**src/rtl/u712_chip_cycle_arbiter.sv**
```systemverilog
// Two-requester (CPU / PCI) arbiter for the chipset cycle engine: slot-aligned launch, round-robin after each cycle.
// Optional hung-cycle watchdog (bus error on expiry) enabled by defining CYCLE_TIMEOUT_EN.
module u712_chip_cycle_arbiter #(
  parameter int unsigned RR_INIT        = 0,
  parameter int unsigned TIMEOUT_CYCLES = 1023
) (
  input  logic CLK40,
  input  logic nRESET,
  input  logic C1,
  input  logic C3,
  input  logic CPU_REQ,
  input  logic CPU_RAM,
  input  logic CPU_RnW,
  input  logic PCI_REQ,
  input  logic PCI_RAM,
  input  logic PCI_RnW,
  input  logic ENG_TA,
  output logic ENG_START,
  output logic ENG_RAM,
  output logic ENG_RnW,
  output logic CPU_GNT,
  output logic PCI_GNT,
  output logic CPU_ACK,
  output logic PCI_ACK,
  output logic BUS_ERR
);

  typedef enum logic [1:0] {
    S_IDLE      = 2'd0,
    S_SLOT_WAIT = 2'd1,
    S_ACTIVE    = 2'd2,
    S_RELEASE   = 2'd3
  } state_e;

  localparam logic OWNER_CPU = 1'b0;
  localparam logic OWNER_PCI = 1'b1;

  if (TIMEOUT_CYCLES < 16 || TIMEOUT_CYCLES > 65535) begin : g_bad_timeout
    $error("TIMEOUT_CYCLES must be within 16..65535");
  end

  state_e state_q, state_d;
  logic   owner_q, owner_d;
  logic   rr_q, rr_d;
  logic   eng_ram_q, eng_ram_d;
  logic   eng_rnw_q, eng_rnw_d;
  logic   cpu_gnt_q, cpu_gnt_d;
  logic   pci_gnt_q, pci_gnt_d;
  logic   eng_start_q, eng_start_d;
  logic   cpu_ack_q, cpu_ack_d;
  logic   pci_ack_q, pci_ack_d;

  logic owner_req;
  logic slot_open;
  logic timeout_hit;
  logic pick_pci;
  logic cycle_done;

  assign owner_req = (owner_q == OWNER_PCI) ? PCI_REQ : CPU_REQ;
  // The engine may only be launched in 68000 state 2, i.e. both phase clocks low.
  assign slot_open = !C1 && !C3;

`ifdef CYCLE_TIMEOUT_EN
  localparam logic [15:0] TIMEOUT_LIMIT = 16'(TIMEOUT_CYCLES);

  logic [15:0] tmo_cnt_q, tmo_cnt_d;
  logic        bus_err_q, bus_err_d;

  // tmo_cnt_q+1 is the index of the ACTIVE cycle being sampled on this edge.
  assign timeout_hit = (state_q == S_ACTIVE) && (tmo_cnt_q + 16'd1 == TIMEOUT_LIMIT);

  always_comb begin
    tmo_cnt_d = tmo_cnt_q;
    if (state_q == S_SLOT_WAIT) begin
      tmo_cnt_d = '0;
    end else if (state_q == S_ACTIVE) begin
      tmo_cnt_d = tmo_cnt_q + 16'd1;
    end
  end

  assign bus_err_d = cycle_done && !ENG_TA;

  always_ff @(negedge CLK40 or negedge nRESET) begin
    if (!nRESET) begin
      tmo_cnt_q <= '0;
      bus_err_q <= 1'b0;
    end else begin
      tmo_cnt_q <= tmo_cnt_d;
      bus_err_q <= bus_err_d;
    end
  end

  assign BUS_ERR = bus_err_q;
`else
  assign timeout_hit = 1'b0;
  assign BUS_ERR     = 1'b0;
`endif

  // State register: all state moves on the falling edge of CLK40.
  always_ff @(negedge CLK40 or negedge nRESET) begin
    if (!nRESET) begin
      state_q     <= S_IDLE;
      owner_q     <= OWNER_CPU;
      rr_q        <= 1'(RR_INIT);
      eng_ram_q   <= 1'b0;
      eng_rnw_q   <= 1'b1;
      cpu_gnt_q   <= 1'b0;
      pci_gnt_q   <= 1'b0;
      eng_start_q <= 1'b0;
      cpu_ack_q   <= 1'b0;
      pci_ack_q   <= 1'b0;
    end else begin
      // NOTE: non-blocking assignments so every flop samples pre-edge values regardless of statement order.
      state_q     <= state_d;
      owner_q     <= owner_d;
      rr_q        <= rr_d;
      eng_ram_q   <= eng_ram_d;
      eng_rnw_q   <= eng_rnw_d;
      cpu_gnt_q   <= cpu_gnt_d;
      pci_gnt_q   <= pci_gnt_d;
      eng_start_q <= eng_start_d;
      cpu_ack_q   <= cpu_ack_d;
      pci_ack_q   <= pci_ack_d;
    end
  end

  // Next-state logic
  always_comb begin
    // NOTE: defaults first so no path through the case leaves a variable unassigned (no latches).
    state_d   = state_q;
    owner_d   = owner_q;
    rr_d      = rr_q;
    eng_ram_d = eng_ram_q;
    eng_rnw_d = eng_rnw_q;
    pick_pci  = PCI_REQ && (!CPU_REQ || rr_q);
    unique case (state_q)
      S_IDLE: begin
        if (CPU_REQ || PCI_REQ) begin
          owner_d   = pick_pci ? OWNER_PCI : OWNER_CPU;
          eng_ram_d = pick_pci ? PCI_RAM : CPU_RAM;
          eng_rnw_d = pick_pci ? PCI_RnW : CPU_RnW;
          state_d   = S_SLOT_WAIT;
        end
      end
      S_SLOT_WAIT: begin
        if (!owner_req) begin
          state_d = S_IDLE;
        end else if (slot_open) begin
          state_d = S_ACTIVE;
        end
      end
      S_ACTIVE: begin
        // Owner REQ is deliberately ignored here: a launched cycle always completes.
        if (ENG_TA || timeout_hit) begin
          rr_d    = ~owner_q;
          state_d = S_RELEASE;
        end
      end
      S_RELEASE: begin
        if (!owner_req) begin
          state_d = S_IDLE;
        end
      end
      default: state_d = S_IDLE;
    endcase
  end

  // Output logic: next values of the registered outputs.
  always_comb begin
    cycle_done  = (state_q == S_ACTIVE) && (state_d == S_RELEASE);
    cpu_gnt_d   = ((state_d == S_SLOT_WAIT) || (state_d == S_ACTIVE)) && (owner_d == OWNER_CPU);
    pci_gnt_d   = ((state_d == S_SLOT_WAIT) || (state_d == S_ACTIVE)) && (owner_d == OWNER_PCI);
    eng_start_d = (state_q == S_SLOT_WAIT) && (state_d == S_ACTIVE);
    cpu_ack_d   = cycle_done && (owner_q == OWNER_CPU);
    pci_ack_d   = cycle_done && (owner_q == OWNER_PCI);
  end

  assign ENG_START = eng_start_q;
  assign ENG_RAM   = eng_ram_q;
  assign ENG_RnW   = eng_rnw_q;
  assign CPU_GNT   = cpu_gnt_q;
  assign PCI_GNT   = pci_gnt_q;
  assign CPU_ACK   = cpu_ack_q;
  assign PCI_ACK   = pci_ack_q;

endmodule

```
**config.mk**
```make
export PLATFORM = sky130hd
export DESIGN_NAME = u712_chip_cycle_arbiter
export DESIGN_NICKNAME = d
export VERILOG_FILES = /design/src/rtl/u712_chip_cycle_arbiter.sv
export SDC_FILE = /design/constraint.sdc
export NUM_CORES = 1
export LEC_CHECK = 0
export BUFFER_PORTS_ARGS = -buffer_cell sky130_fd_sc_hd__buf_2
export CAP_MARGIN = 10
export CORE_MARGIN = 4
export CORE_UTILIZATION = 30
export CTS_CLUSTER_SIZE = 25
export DETAILED_ROUTE_END_ITERATION = 16
export SETUP_SLACK_MARGIN = 0.3
export SYNTH_ARGS = -nofsm -noshare
export SYNTH_HDL_FRONTEND = slang
export SYNTH_SLANG_ARGS = --single-unit
```
**constraint.sdc**
```tcl
create_clock -name CLK40 -period 2.7 [get_ports CLK40]
set_input_delay 0.135 -clock CLK40 [delete_from_list [all_inputs] [get_ports CLK40]]
set_output_delay 0.135 -clock CLK40 [all_outputs]
set_load 0.1 [all_outputs]
```
==> flow_summary_export.csv, run 1 <==
group,metric,value,unit
floorplanning,dieArea,2500,sq um
grt,grt_overflow,0,
route,drc,0,
sta,tns,0,ns
floorplanning,core_area,1594,sq um
sta,holdWs,0.4547,ns
worst_setup_path,crit_path_end_kind,"primary output",
synthesis,synth.distinct_cells,26,
grt,grt_max_degree,12,
power_and_ir_drop,powerDensity,1340,nW/um^2
worst_setup_path,crit_required,2.57,ns
worst_setup_path,critical-path-max-stage-delay,0.55,ns
layout,layout.cells.most_common,"dfrtn_1",
grt,antenna_found_initial,0,
floorplanning,die_h,50,um
route,antenna_left,0,
placed_design,placed_area,668.1,sq um
worst_setup_path,crit_family,"flip-flops",
clocking,clkTransAtPathRegs,0.05,ns
placed_design,place_congestion,0.7066,
sta,rsz0062_at_grt,"yes",
floorplanning,die_x,50,um
layout,fin_nets,86,
layout,final_area,827.0,sq um
worst_hold_path,hp-class,"reg2reg",
power_and_ir_drop,leakage,0.3884,nW
route,via_per_inst,4.604,
layout,most-common-layout-cells,"10 x dfrtn_1, 9 x buf_2, 6 x buf_12",
worst_setup_path,critPathSlowestCell,"dfstp_2",
grt,grt_pass1_vias,398,
layout,fin_cells,96,
clocking,ctsRootBufferMaster,"clkbuf_4",
worst_setup_path,crit_type,"reg2out",
sta,slew_viol_final,0,
clocking,cts_buffer_depth,2,
route,wirelength,1.142,mm
clocking,numClockSinks,11,
grt,grt_pass1_wl,1.704,mm
route,firstDrtPassIters,2,
floorplanning,row_count,14,
synthesis,syn_nets,63,
route,vias,442,
clocking,cts_tree,"yes",
layout,seqCellArea,276.5,sq um
floorplanning,ios,19,
synthesis,ys_seq_elements,11,
layout,drive_above_1_share,0.4583,
layout,syn2layout_area_growth,56.26,%
sta,worst_slack,0.1657,ns
run_status,outcome,"completed",
clocking,cts-htree-levels,1,
layout,nFillCells,151,
layout,antennaDiodeCount,0,
synthesis,syn_area,529.3,sq um
grt,grt_util_all_layers,0.09034,
sta,finalSetupViolCount,0,
clocking,clk_latency,0.33,ns
placed_design,placed_cells,90,
worst_setup_path,critPathLaunchType,"flop",
synthesis,netlist_instances,50,
power_and_ir_drop,ir_drop,641.9,uV
layout,multi_input_area,280.3,sq um
run,drv_cap,0,
worst_setup_path,crit_chain,"buf_12",
worst_setup_path,cp_num_buf_inv,1,
placed_design,hpwl,851,um
sta,fin_skew,0.05343,ns
synthesis,syn_avg_cell_area,10.59,sq um
floorplanning,start_util,0.3320,
worst_setup_path,cp_max_fo,2,
placed_design,io_buffers,17,
synthesis,ys_seq_area_frac,0.5225,
synthesis,ys_warn_count,0,
sta,hold_viol_final,0,
route,first_iter_violations,1,
worst_setup_path,worstPathArrival,2.40,ns
route,wl_per_cell,11.90,um
placed_design,dp_slack,0.02308,ns
clocking,numCtsBuffers,3,
-- what timing repair did --
action,4_1_cts,5_1_grt
setup buffers,0,2
pin swaps,0,2
hold buffers,0,0
setup endpoints to repair,7,10
resized for setup,11,17
-- synthesized netlist by cell type --
master | n | share of area
ha_1 | 2 | 0.047
conb_1 | 1 | 0.0071
nor2b_1 | 1 | 0.012
nand2_1 | 2 | 0.014
mux2_2 | 1 | 0.021
and3_1 | 1 | 0.012
a32o_2 | 1 | 0.021
a21oi_1 | 3 | 0.028
o21ai_0 | 3 | 0.028
nor3b_1 | 1 | 0.014
dfrtn_1 | 10 | 0.47
nor2b_4 | 1 | 0.026
buf_4 | 1 | 0.014
and4bb_2 | 1 | 0.024
and4_1 | 1 | 0.017
o311ai_0 | 1 | 0.017
or3b_1 | 1 | 0.017
nand3b_1 | 1 | 0.014
and2_1 | 1 | 0.012
nor2_1 | 5 | 0.035
dfstp_2 | 1 | 0.050
or2_2 | 1 | 0.012
inv_1 | 3 | 0.021
nand3_1 | 3 | 0.028
a31oi_1 | 2 | 0.024
nand2b_1 | 1 | 0.012
-- logic make-up after synthesis --
family	after synthesis	synth area share
simple gates	21	0.2483
compound gates	10	0.1182
other cells	1	0.007085
buf+inv	4	0.03546
mux	1	0.02128
fa+ha+maj	2	0.04727
flops	11	0.5225
-- sequential cells by signal, summed over array words and instances, names as in the netlist --
signal and count:
CPU_ACK 1, CPU_GNT 1, ENG_RAM 1, ENG_RnW 1, ENG_START 1, PCI_ACK 1, PCI_GNT 1, owner_q 1
rr_q 1, state_q 2
-- report_power, final --
group	total [mW]	leakage [nW]	internal [mW]	switching (mW)
Clock	0.112	0.0245	0.0554	0.0566
Combinational	0.678	0.226	0.278	0.401
Sequential	0.318	0.138	0.239	0.0791
Total	1.11	0.388	0.572	0.536
-- layout make-up --
class	count	area share
Multi-Input combinational cell	35	0.3389
Inverter	2	0.009077
Sequential cell	11	0.3343
Tap cell	24	0.03631
Timing Repair Buffer	19	0.2451
Clock buffer	3	0.02723
Clock inverter	2	0.009077
-- worst register-to-register path: cells and delay by family, from the launching register on --
family                     cells  cell delay [ns]
AOI/OAI and AO/OA              1             0.10
adders and majority gates      1             0.19
DFF                            1             0.49
muxes                          1             0.35
and+or+nand+nor                2             0.34
-- stage by stage --
step,power [mW],util
floorplan,0.7242,-
global placement,0.8429,0.4192
detailed placement,0.8457,0.4192
CTS,0.9878,0.4568
global route,1.169,0.5188
finish,1.108,0.5188
-- metal layers --
| metal | wire length, um | track usage | share of wire | vias up |
|---|---|---|---|---|
| met5 | 0 | 0 | 0 | - |
| met4 | 11 | 0.01382 | 0.0096 | 0 |
| met3 | 90 | 0.06024 | 0.079 | 2 |
| met2 | 563 | 0.1413 | 0.49 | 14 |
| met1 | 476 | 0.1031 | 0.42 | 202 |
| li1 | - | - | - | 224 |
-- final timing paths --
path	from	end	slack [ns]	cells past startpoint
worst max-delay path	ENG_RnW$_DFFE_NN1P_	ENG_RnW	0.17	1
worst min-delay path	rr_q$_DFFE_NN0P_	rr_q$_DFFE_NN0P_	0.45	2
worst max register to register	owner_q$_DFF_NN0_	CPU_ACK$_DFF_NN0_	1.09	5
worst min register to register	rr_q$_DFFE_NN0P_	rr_q$_DFFE_NN0P_	0.45	2
max in group asynchronous	nRESET	ENG_RnW$_DFFE_NN1P_	1.42	1
min in group asynchronous	nRESET	ENG_RAM$_DFFE_NN0P_	0.95	1
Note: power is estimated with default switching activity, not from simulation.
==> inputs of run 2 (changes only) <==
PLACE_DENSITY = 0.57   (was not set)
==> flow_summary_export.csv, run 2 (synthesis gave the netlist of run 1 again) <==
group,metric,value,unit
layout,drive_above_1_share,0.4286,
worst_setup_path,crit_chain,"buf_12",
power_and_ir_drop,internal_power,0.5593,mW
grt,grt_pass1_vias,403,
floorplanning,die_h,50,um
layout,largest_reg_flops,2,
route,firstDrtPassIters,3,
layout,nFillCells,149,
route,vias,436,
clocking,clk_latency,0.32,ns
clocking,cts-htree-levels,1,
clocking,cts_buffer_depth,2,
grt,antenna_found_initial,0,
power_and_ir_drop,comb_power_share,0.606,
worst_setup_path,cp_max_fo,2,
sta,slew_viol_final,0,
power_and_ir_drop,powerDensity,1321,nW/um^2
clocking,cts_hold_buf,0,
placed_design,placed_area,668.1,sq um
route,antenna_left,0,
sta,tns,0,ns
layout,most-common-layout-cells,"10 x dfrtn_1, 8 x buf_2, 7 x buf_12",
worst_setup_path,crit_required,2.57,ns
run_status,outcome,"completed",
grt,grt_pass1_wl,1.849,mm
clocking,clkTransAtPathRegs,0.05,ns
layout,multi_input_area,275.3,sq um
route,top_layer,"met4",
route,via_per_inst,4.638,
route,drc,0,
grt,grt_util_all_layers,0.09994,
layout,fin_cells,94,
floorplanning,core_area,1594,sq um
clocking,numClockSinks,11,
route,dr_wl_met3,85,um
sta,holdWs,0.4525,ns
placed_design,io_buffers,17,
clocking,post-cts-setup-buffer-count,0,
route,wl_per_cell,12.39,um
floorplanning,die_x,50,um
worst_setup_path,r2r-start,"owner_q$_DFF_NN0_",
sta,finalSetupViolCount,0,
layout,syn2layout_area_growth,55.32,%
worst_setup_path,crit_path_start,"ENG_RnW$_DFFE_NN1P_",
power_and_ir_drop,p_clk_frac,0.103,
sta,hold_viol_final,0,
worst_setup_path,cp_num_buf_inv,1,
worst_hold_path,hp-start,"rr_q$_DFFE_NN0P_",
route,met2_length,537,um
layout,final_area,822.0,sq um
route,wirelength,1.165,mm
worst_setup_path,critical-path-max-stage-delay,0.54,ns
power_and_ir_drop,ir_drop,574.4,uV
clocking,numCtsBuffers,3,
worst_setup_path,worstPathArrival,2.39,ns
grt,grt_max_degree,12,
layout,layout.cells.most_common,"dfrtn_1",
worst_setup_path,critPathLaunchType,"flop",
layout,seqCellArea,276.5,sq um
route,met1_length,528,um
worst_hold_path,hp-class,"reg2reg",
floorplanning,row_count,14,
placed_design,place_congestion,0.7384,
layout,regMostFlops,"state_q",
worst_setup_path,crit_path_end_kind,"primary output",
run,drv_cap,0,
sta,rsz0062_at_grt,"yes",
worst_setup_path,crit_family,"flip-flops",
floorplanning,dieArea,2500,sq um
layout,antennaDiodeCount,0,
placed_design,placed_cells,90,
floorplanning,ios,19,
power_and_ir_drop,leakage,0.3798,nW
worst_setup_path,crit_type,"reg2out",
clocking,cts_tree,"yes",
power_and_ir_drop,sequentialPowerShare,0.292,
placed_design,hpwl,888.8,um
floorplanning,start_util,0.3320,
power_and_ir_drop,switching_share,0.4849,
sta,fin_skew,0.05340,ns
clocking,ctsRootBufferMaster,"clkbuf_4",
layout,fin_nets,84,
route,first_iter_violations,3,
worst_setup_path,critPathSlowestCell,"dfstp_2",
grt,grt_overflow,0,
power_and_ir_drop,p_sw,0.5265,mW
-- run 2: cell count changes in the layout (fill, tap and decap cells not counted) --
cell     previous run  this run
buf_4               3         0
buf_8               1         0
buf_2               9         8
buf_12              6         7
nand3_1             2         3
buf_6               0         2
nand3_2             1         0
-- run 2: metal layers --
metal,vias up,GRT usage
li1,214,-
met1,206,0.1259
met2,14,0.1370
met3,2,0.05723
met4,0,0.04147
met5,-,0
-- run 2: final timing paths --
path / endpoint / cells past startpoint / slack (ns)
hold / removal: rr_q$_DFFE_NN0P_ / 2 / 0.45
setup / recovery: ENG_RnW / 1 / 0.17
min in group asynchronous: ENG_RAM$_DFFE_NN0P_ / 1 / 0.95
hold reg to reg: rr_q$_DFFE_NN0P_ / 2 / 0.45
max in group asynchronous: ENG_RnW$_DFFE_NN1P_ / 1 / 1.42
setup reg to reg: CPU_ACK$_DFF_NN0_ / 5 / 1.09
-- run 2: area by class of cell --
| type | count | share of cell area |
|---|---|---|
| flip-flops and latches | 11 | 0.3364 |
| multi-input cells | 35 | 0.3349 |
| repair buffers | 17 | 0.2466 |
| well taps | 24 | 0.03653 |
| clock buffers | 3 | 0.02740 |
| clock inverters | 2 | 0.009132 |
| inverters | 2 | 0.009132 |
-- run 2: stage by stage --
step	total power, mW	worst slack [ns]	utilization
after floorplan	0.7242	0.2074	-
after global placement	0.8424	0.04827	0.4192
after detailed placement	0.8426	-0.004010	0.4192
after CTS	0.9909	0.1616	0.4623
after global routing	1.146	0.1464	0.5157
final	1.086	0.1747	0.5157
-- run 2: tightest hold or removal path, delay by kind of cell (launching register included) --
kind / cells / cell delay [ns]
DFF: 1 / 0.42
AOI/OAI and AO/OA: 1 / 0.07
and+or+nand+nor: 1 / 0.05
-- run 2: timing repair --
action,CTS,global route
gates resized for setup,13,18
pin swaps,0,2
endpoints found under the setup margin,7,11
-- run 2: power by group through the flow --
| stage | combinational (mW) | sequential (mW) | clock, mW |
|---|---|---|---|
| after global routing | 0.693 | 0.328 | 0.126 |
| after CTS | 0.570 | 0.303 | 0.118 |
| after floorplan | 0.198 | 0.522 | 0.00463 |
| after detailed placement | 0.540 | 0.298 | 0.00463 |
| after global placement | 0.538 | 0.300 | 0.00463 |
| final | 0.658 | 0.317 | 0.111 |
